===== config.mk =====
export PLATFORM = sky130hd
export DESIGN_NAME = comp_28bit
export DESIGN_NICKNAME = d
export VERILOG_FILES = /design/src/rtl/comp_28bit.sv
export SDC_FILE = /design/constraint.sdc
export NUM_CORES = 1
export LEC_CHECK = 0
export BUFFER_PORTS_ARGS = -buffer_cell sky130_fd_sc_hd__buf_2
export CAP_MARGIN = 20
export CORE_MARGIN = 3
export CORE_UTILIZATION = 41
export DETAILED_ROUTE_END_ITERATION = 16
export HOLD_SLACK_MARGIN = 0.05
export PLACE_DENSITY_LB_ADDON = 0.1
export SYNTH_ARGS = -nofsm -noshare
export SYNTH_HDL_FRONTEND = slang
export SYNTH_SLANG_ARGS = --single-unit
export TNS_END_PERCENT = 20

===== constraint.sdc =====
create_clock -name i_clk -period 1.7 [get_ports i_clk]
set_input_delay 0.085 -clock i_clk [delete_from_list [all_inputs] [get_ports i_clk]]
set_output_delay 0.085 -clock i_clk [all_outputs]
set_load 0.05 [all_outputs]

===== src/rtl/comp_28bit.sv =====
// comp_28bit: unsigned 28-bit nibble-tree magnitude comparator with registered outputs.
// Define COMP_28BIT_EQ_EN to add the o_equal / o_equal_r ports.
module comp_28bit (
  input  logic        i_clk,
  input  logic        i_rst_n,
  input  logic [27:0] i_data_a,
  input  logic [27:0] i_data_b,
  output logic        o_less,
  output logic        o_less_r
`ifdef COMP_28BIT_EQ_EN
  ,
  output logic        o_equal,
  output logic        o_equal_r
`endif
);
  logic [6:0] lt_n;
  logic [6:1] eq_n;
  logic lt_65, eq_65, lt_43, eq_43, lt_21, eq_21, lt_hi, eq_hi, lt_lo;
  for (genvar k = 0; k < 7; k++) begin : g_lt
    assign lt_n[k] = i_data_a[4*k +: 4] < i_data_b[4*k +: 4];
  end
  // Nibble 0 equality only matters for the full-equality output
  for (genvar k = 1; k < 7; k++) begin : g_eq
    assign eq_n[k] = i_data_a[4*k +: 4] == i_data_b[4*k +: 4];
  end
  assign lt_65  = lt_n[6] | (eq_n[6] & lt_n[5]);
  assign eq_65  = eq_n[6] & eq_n[5];
  assign lt_43  = lt_n[4] | (eq_n[4] & lt_n[3]);
  assign eq_43  = eq_n[4] & eq_n[3];
  assign lt_21  = lt_n[2] | (eq_n[2] & lt_n[1]);
  assign eq_21  = eq_n[2] & eq_n[1];
  assign lt_hi  = lt_65 | (eq_65 & lt_43);
  assign eq_hi  = eq_65 & eq_43;
  assign lt_lo  = lt_21 | (eq_21 & lt_n[0]);
  assign o_less = lt_hi | (eq_hi & lt_lo);
`ifdef COMP_28BIT_EQ_EN
  assign o_equal = eq_hi & eq_21 & (i_data_a[3:0] == i_data_b[3:0]);
  always_ff @(posedge i_clk or negedge i_rst_n)
    if (!i_rst_n) begin
      o_less_r  <= 1'b0;
      o_equal_r <= 1'b0;
    end else begin
      o_less_r  <= o_less;
      o_equal_r <= o_equal;
    end
`else
  always_ff @(posedge i_clk or negedge i_rst_n)
    if (!i_rst_n) o_less_r <= 1'b0;
    else o_less_r <= o_less;
`endif
endmodule


Yosys cells after proc, flatten, opt, wreduce, memory -nomap -nowiden
Cells that the tools add are included.

word-level totals
  memory bits (writable) = 0
  word-level logic and storage cells = 30
  bits in read-only memories = 0
  output and inout bits = 2
  memories = 0
  bits in latches = 0
  bits in registers = 1

cells by class
  divide/modulo/power cells = 0
  bitwise gates (word level) = 16
  add/subtract/negate cells = 0
  equality and inequality tests = 6
  multipliers = 0
  shift operators = 0
  order comparisons = 7
  mux-type cells = 0
  reductions and logical operators = 0

operator list
  operator             number
  < comparator 4 bit   7
  equality test 4 bit  6
  AND 1 bit            10
  OR 1 bit             6

Longest topological paths before layout
Gate-level depths: netlist (run 1).

  word-level depth = 6
  mapped depth = 7
  depth with buffers taken out = 7

Worst setup path before layout (run 1)
Ideal clock, no wire load.

  path type = input to register
  start = in i_data_b[7]
  end = reg o_less_r
  stages on the path = 7
  path buffers = 0
  library setup time = 0.208 ns
  arrival time = 1.661 ns
  slack = -0.169 ns
  path through = inv_1 -> ha_1 -> nand2_1 -> a21oi_1 -> nand4b_1 -> o311a_1 -> o21ai_1

between the ends
  longest elaborated chain between the ends = 6
  elaborated cells on any way between the ends = 9
  classes of those cells = order compare (1); eq/ne (1); bitwise (7)

RTL lines
  element                                                           RTL line  RTL
  start, declared                                                   7         input logic [27:0] i_data_b,
  < comparator 4 bit / equality test 4 bit (equally long branches)  20, 24
  AND 1 bit, on equally long branches                               30, 31
  OR 1 bit / AND 1 bit (equally long branches)                      30, 34
  OR 1 bit *                                                        34        assign lt_lo = lt_21 | (eq_21 & lt_n[0]);
  AND 1 bit *                                                       35        assign o_less = lt_hi | (eq_hi & lt_lo);
  OR 1 bit *                                                        35
  net o_less                                                        8         output logic o_less,
  end signal, assigned                                              49        else o_less_r <= o_less;
  end, declared                                                     9         output logic o_less_r

The timed path passes the listed nets; every way through them passes the cells marked *.

Final worst setup path (run 1)
  start = in i_data_b[7]
  end = out o_less

between the ends
  longest elaborated chain between the ends = 6
  elaborated cells on any way between the ends = 9
  classes of those cells = order compare (1); eq/ne (1); bitwise (7)

RTL lines
  element                                                           RTL line
  < comparator 4 bit / equality test 4 bit (equally long branches)  20, 24
  AND 1 bit, on equally long branches                               30, 31
  OR 1 bit / AND 1 bit (equally long branches)                      30, 34
  OR 1 bit *                                                        34
  AND 1 bit *                                                       35
  OR 1 bit *                                                        35
  end, declared                                                     8

Mark *: on every way between the ends. The rest lies on a longest branch, timed or not.

==> impl_metrics.tcl, run 1 <==
set metrics [dict create \
    synth_warnings 0 \
    syn_to_final_growth_pct 46.3 \
    maxSlewHeadroom_pct 83.2 \
    ys_seq_elements 1 \
    yosys-top-cells-area "ha_1 47%, inv_1 15%, a21oi_1 4.9%" \
    placedCellCount 171 \
    grt_max_degree 4 \
    place_congestion 0.724 \
    grt_pass1_vias 736 \
    rsz0062_at_grt "false" \
    wirelength_mm 1.61 \
    layout_common_cells "58 x buf_2, 29 x inv_1, 27 x ha_1" \
    num_rows 14 \
    hpwl_mm 1.56 \
    cp-start-kind "input port" \
    antenna_found_initial 0 \
    fin_setup_tns_ns 0 \
    synth_area_um2 716 \
    p_clk_share_pct 0 \
    route.detailed.drc 0 \
    timing.final.ws_setup_ns 0.143 \
    synth_cell_types 17 \
    power_leakage_nw 0.677 \
    multiInputGateArea_um2 586 \
    cp-end-kind "output pin" \
    synthCells 96 \
    die_h_um 47.8 \
    die_w_um 47.8 \
    cp.arrival_ns 1.47 \
    status "complete, no violations" \
    vias 843 \
    largest_reg_flops 1 \
    fillers 156 \
    path_class "input port to output pin" \
    syn_nets 181 \
    drt_iter0_markers 1 \
    post-synth-top-area-fraction_pct 47.2 \
    drive_gt1_share_pct 39.7 \
    ios 60 \
    period_needed_ns 1.56 \
    fmax_mhz 642 \
    reg_top3 "o_less_r x1" \
    intPower_w 0.000150 \
    largest_register "o_less_r" \
    worst_slew_pin_slew_ns 0.254 \
    cap_violations 0 \
    cp_max_fo 2 \
    switching_share_pct 44.3 \
    port_buffers 59 \
    clkSlewWorstSetupHoldPaths_ns 0 \
    initial_core_util_pct 45.4 \
    n_antenna_cell 0 \
    seq_area_frac_synth_pct 3.50 \
    post_cts_buffers 0 \
    syn_avg_cell_area_um2 7.46 \
    cp.required_ns 1.62 \
    period_share_pct 91.6 \
    final_common_cell "buf_2" \
    p_switching_w 0.000119 \
    grt-ovfl-total 0 \
    die-area_um2 2280 \
    finalSetupViolations 0 \
    final_nets 243 \
    final_cell_count_no_fill 172 \
    min_path_type "input port to async pin" \
    power_frac_seq_pct 10.4 \
    ant_nets 0 \
    report.final.slew_viol_count 0 \
    first_pass_iters 2 \
    track_usage_pct 14.9 \
    yosysTopAreaCell "ha_1" \
    peakVddDrop_uv 138 \
    grt_pass1_wl_mm 2.62 \
    vias_per_cell 4.90 \
    seqCellArea_um2 25.0 \
    post-place-ws_ns 0.117 \
    p_comb_share_pct 89.6 \
    wl_per_cell_um 9.34 \
    core-area_um2 1580 \
    powerDensity_nw_per_um2 258 \
    finalHoldViolCount 0 \
]
## through the flow
| stage | hold slack, ns | total power (W) | utilization, % | instance area (um2) |
|---|---|---|---|---|
| after global routing | 0.426 | 0.000313 | 66.4 | 1050 |
| after floorplan | -0.211 | 0.000171 | - | 719 |
| after CTS | 0.413 | 0.000273 | 66.3 | 1040 |
| after detailed placement | -0.139 | 0.000269 | 65.6 | 1030 |
| final | 0.407 | 0.000270 | 66.4 | 1050 |
| after global placement | -0.141 | 0.000262 | 65.6 | 1030 |
## power by group through the flow
stage	clock network (W)	logic, W	registers (W)
global route	0	0.000284	0.0000282
detailed placement	0	0.000241	0.0000279
finish	0	0.000242	0.0000279
floorplan	0	0.000131	0.0000403
CTS	0	0.000245	0.0000279
global placement	0	0.000234	0.0000279
## metal layers
| metal | vias to the layer above | routed length, um | GRT usage [%] |
|---|---|---|---|
| li1 | 451 | - | - |
| met4 | 0 | 0 | 0 |
| met3 | 0 | 147 | 0 |
| met1 | 356 | 645 | 18.3 |
| met5 | - | 0 | 0 |
| met2 | 36 | 813 | 30.1 |
## worst max path at each step
| stage | startpoint | endpoint | slack, ns | cells past startpoint |
|---|---|---|---|---|
| detailed placement | i_data_b[7] | o_less | 0.12 | 9 |
| global placement | i_data_b[7] | o_less | 0.14 | 9 |
| global route | i_data_b[11] | o_less | 0.01 | 9 |
| CTS | i_data_b[7] | o_less | 0.11 | 9 |
| floorplan | i_data_b[7] | o_less_r$_DFF_PN0_ | 0.11 | 7 |
| finish | i_data_b[7] | o_less | 0.14 | 9 |
## cells in the mapped netlist
cell type / n
inv_1: 29
ha_1: 27
a21oi_1: 7
nand4_1: 5
nand2_1: 4
nor2b_1: 4
o211ai_1: 4
a211oi_1: 3
nor2_1: 3
a22o_1: 2
o21ai_0: 2
a21oi_2: 1
dfrtp_1: 1
nand2b_4: 1
nand4b_1: 1
o21ai_1: 1
o311a_1: 1
## kinds of logic (layout without fill, tap and decap cells)
kind of cell	after synthesis	after routing	synth area share, %
AND/OR/NAND/NOR	18	18	14.7
buffers and inverters	29	89	15.2
adder cells (fa/ha/maj)	27	27	47.2
flip-flops	1	1	3.50
AO/OA/AOI/OAI	21	21	19.4
## final cells by class
cell class	instances	share of cell area, %
Inverter	29	10.4
Tap cell	16	1.91
Timing Repair Buffer	60	29.4
Sequential cell	1	2.39
Multi-Input combinational cell	66	55.9
## worst max-delay path: stages
cell	delay, ns
buf_2	0.07
inv_1	0.03
ha_1	0.29
nand2_1	0.07
a21oi_1	0.11
nand4b_1	0.10
o311a_1	0.31
o21ai_2	0.16
clkbuf_4	0.25
## timing repair
item	CTS	global route
resized for setup	0	1
endpoints found under the hold margin	1	0
hold buffers	1	0
endpoints found under the setup margin	0	1
No activity file was read; power rests on OpenSTA's default activity.
==> run 2: changes to the inputs <==
Settings changed: CORE_MARGIN 3 to 4, PLACE_DENSITY set to 0.91, PLACE_DENSITY_LB_ADDON 0.1 to unset.
==> impl_metrics.tcl, run 2 (same netlist as run 1, synthesis figures left out) <==
set metrics [dict create \
    peakVddDrop_uv 145 \
    reg_top3 "o_less_r x1" \
    wirelength_mm 1.84 \
    hpwl_mm 1.79 \
    grt_pass1_wl_mm 3.13 \
    vias_per_cell 4.91 \
    postPlaceCellArea_um2 1030 \
    cp_max_fo 2 \
    n_antenna_cell 0 \
    power_leakage_nw 0.677 \
    finalHoldViolCount 0 \
    report.final.slew_viol_count 0 \
    cp-start-kind "input port" \
    critPathBufInv 2 \
    wl_per_cell_um 10.7 \
    grt_pass1_vias 837 \
    route.detailed.drc 0 \
    drive_gt1_share_pct 39.7 \
    place_congestion 0.805 \
    min_path_type "input port to async pin" \
    first_pass_iters 2 \
    fin_setup_tns_ns 0 \
    worst_slew_pin_slew_ns 0.250 \
    cp.arrival_ns 1.47 \
    period_needed_ns 1.56 \
    drt_iter0_markers 3 \
    cp_slowest_cell "o311a_1" \
    powerDensity_nw_per_um2 261 \
    slowest_delay_ns 0.31 \
    status "complete, no violations" \
    finalSetupViolations 0 \
    maxSlewHeadroom_pct 83.5 \
    die_h_um 49.8 \
    syn_to_final_growth_pct 46.3 \
    num_rows 14 \
    vias 844 \
    path_class "input port to output pin" \
    layout_common_cells "58 x buf_2, 29 x inv_1, 27 x ha_1" \
    die_w_um 49.8 \
    largest_register "o_less_r" \
    design_area_um2 1050 \
    track_usage_pct 14.9 \
    period_share_pct 91.6 \
    grt_max_degree 4 \
    post_cts_buffers 0 \
    path_delay_family "compound AO/OA/AOI/OAI gates" \
    fmax_mhz 642 \
    largest_reg_flops 1 \
    core-area_um2 1580 \
    grt-ovfl-total 0 \
    ios 60 \
    fillers 145 \
    final_nets 243 \
    die-area_um2 2480 \
    cp.required_ns 1.62 \
    rsz0062_at_grt "false" \
    cp-end-kind "output pin" \
    port_buffers 59 \
    antenna_found_initial 0 \
    final_common_cell "buf_2" \
    ant_nets 0 \
    clkSlewWorstSetupHoldPaths_ns 0 \
    cap_violations 0 \
    path_cells "buf_2 > ha_1 > nand2_1 > a21oi_1 > nand4b_1 > o311a_1 > o21ai_2 > clkbuf_4" \
    initial_core_util_pct 45.4 \
]
[run 2: final timing paths]
kind / from / slack, ns / cells after the start / endpoint
worst min-delay path: i_rst_n / 0.41 / 2 / o_less_r$_DFF_PN0_
worst max-delay path: i_data_a[7] / 0.14 / 8 / o_less
max in group asynchronous: i_rst_n / 1.21 / 2 / o_less_r$_DFF_PN0_
min in group i_clk: o_less_r$_DFF_PN0_ / 0.63 / 1 / o_less_r
[run 2: report_power, final]
group / total [W] / internal, W / switching (W)
combinational: 0.000244 / 0.000124 / 0.000121
sequential: 0.0000283 / 0.0000275 / 0.000000824
clock: 0 / 0 / 0
[run 2: routing by layer]
| layer | vias to the layer above | track usage, % | share of wire (%) |
|---|---|---|---|
| li1 | 451 | - | - |
| met4 | 0 | 3.69 | 1.7 |
| met1 | 358 | 16.2 | 37 |
| met3 | 4 | 1.81 | 7.1 |
| met2 | 31 | 29.7 | 54 |
| met5 | - | 0 | 0 |
[run 2: area by class of cell]
cell class	instances	area (um2)	area share [%]
inverter	29	109	10.4
multi-input combinational	66	586	55.9
sequential	1	25.0	2.39
tap	16	20.0	1.91
timing repair buffer	60	308	29.4
[run 2: through the flow]
stage	power (W)	instances	util [%]	hold WS, ns	setup slack, ns
finish	0.000273	172	66.4	0.406	0.143
floorplan	0.000171	96	-	-0.211	0.107
global route	0.000310	172	66.4	0.419	0.00814
detailed placement	0.000271	171	65.6	-0.136	0.106
global placement	0.000260	171	65.6	-0.137	0.120
CTS	0.000275	172	66.3	0.407	0.103
[run 2: timing repair]
action / CTS / global route
hold buffers: 1 / 0
endpoints found under the setup margin: 0 / 1
endpoints found under the hold margin: 1 / 0
resized for setup: 0 / 1
==> run 3: changes to the inputs <==
Settings changed: CORE_UTILIZATION 41 to 35, PLACE_DENSITY 0.91 to 0.83.
Clock period 1.7 ns to 1.4 ns, I/O delays scaled along.
==> impl_metrics.tcl, run 3 (same netlist as run 1, synthesis figures left out) <==
set metrics [dict create \
    postPlaceCellArea_um2 1130 \
    fmax_mhz 693 \
    period_share_pct 103 \
    drt_iter0_markers 7 \
    grt_pass1_vias 904 \
    cp-start-kind "input port" \
    placedCellCount 185 \
    path_class "input port to output pin" \
    wirelength_mm 2.18 \
    syn_to_final_growth_pct 83.4 \
    dr_wl_met2_mm 1.33 \
    first_pass_iters 4 \
    powerDensity_nw_per_um2 332 \
    timing.final.ws_setup_ns -0.0438 \
    peakVddDrop_uv 237 \
    hold_ws_ns 0.395 \
    route.detailed.drc 0 \
    reg_top3 "o_less_r x1" \
    ant_nets 0 \
    wl_per_cell_um 11.6 \
    initial_core_util_pct 36.5 \
    num_rows 16 \
    design_power_total_w 0.000436 \
    port_buffers 59 \
    min_path_type "input port to async pin" \
    fin_setup_tns_ns -0.0613 \
    status "finished with violations" \
    report.final.slew_viol_count 0 \
    power_leakage_nw 0.729 \
    route.met3.wl_um 164 \
    die-area_um2 2830 \
    largest_register "o_less_r" \
    cp.required_ns 1.33 \
    cp.arrival_ns 1.37 \
    cap_violations 0 \
    layout_common_cells "46 x buf_2, 23 x inv_1, 20 x ha_1" \
    n_antenna_cell 0 \
    largest_reg_flops 1 \
    highest-signal-layer "met3" \
    design_area_um2 1310 \
    rsz0062_at_grt "true" \
    wl_met1_um 684 \
    grt-ovfl-total 0 \
    die_h_um 53.2 \
    die_w_um 53.2 \
    finalHoldViolCount 0 \
    ios 60 \
    worst_slew_pin_slew_ns 0.255 \
    track_usage_pct 15.0 \
    final_common_cell "buf_2" \
    grt_pass1_wl_mm 3.24 \
    place_congestion 0.715 \
    core-area_um2 1960 \
    hpwl_mm 1.87 \
    cp_max_fo 2 \
    final_cell_count_no_fill 187 \
    final_nets 247 \
    drive_gt1_share_pct 52.5 \
    clkSlewWorstSetupHoldPaths_ns 0 \
    grt_max_degree 4 \
    vias 878 \
    cp-end-kind "output pin" \
    finalSetupViolations 2 \
    violations "setup timing" \
    vias_per_cell 4.70 \
    fillers 183 \
    period_needed_ns 1.44 \
    antenna_found_initial 0 \
    maxSlewHeadroom_pct 83.1 \
]
-- run 3: cell types whose count changed in the layout (fill, tap and decap cells not counted), sizes merged --
| cell | previous run | this run |
|---|---|---|
| buf | 58 | 63 |
| clkbuf | 1 | 0 |
-- run 3: timing repair --
item	CTS	global route
endpoints found under the hold margin	1	0
hold buffers	1	0
setup endpoints to repair	1	2
resized for setup	28	4
buffers inserted	1	0
pin swaps	16	2
-- run 3: final timing paths --
check	endpoint	cells after the start	slack [ns]	from
min	o_less_r$_DFF_PN0_	2	0.40	i_rst_n
max in group asynchronous	o_less_r$_DFF_PN0_	2	0.92	i_rst_n
min in group i_clk	o_less_r	1	0.61	o_less_r$_DFF_PN0_
max	o_less	9	-0.04	i_data_b[7]
-- run 3: routing by layer --
metal	up-vias	GRT usage, %
met5	-	0
met4	0	0.851
met3	0	1.41
met2	35	36.1
met1	383	12.4
li1	460	-
-- run 3: area by class of cell --
class                      instances  area, um2  share of cell area, %
multi-input combinational         66        706                   53.8
inverter                          29        124                   9.44
tap                               27       33.8                   2.57
sequential                         1       25.0                   1.91
timing repair buffer              64        424                   32.3
-- run 3: stage by stage --
step | util, % | worst slack (ns)
3_5_place_dp | 57.8 | -0.193
3_3_place_gp | 57.8 | -0.168
5_1_grt | 66.9 | -0.127
6_report | 66.9 | -0.0438
4_1_cts | 65.9 | -0.0432
2_1_floorplan | - | 0.000455
-- run 3: power by group --
part / switching, W / internal, W / total, W
combinational: 0.000182 / 0.000220 / 0.000402
clock: 0 / 0 / 0
sequential: 0.000000701 / 0.0000333 / 0.0000340
-- run 3: worst max-delay path: stages --
cell and delay (ns):
buf_8 0.08, inv_8 0.03, ha_4 0.27, nand2_4 0.05
a21oi_2 0.10, nand4b_1 0.09, o311a_1 0.34, o21ai_4 0.18
buf_8 0.16
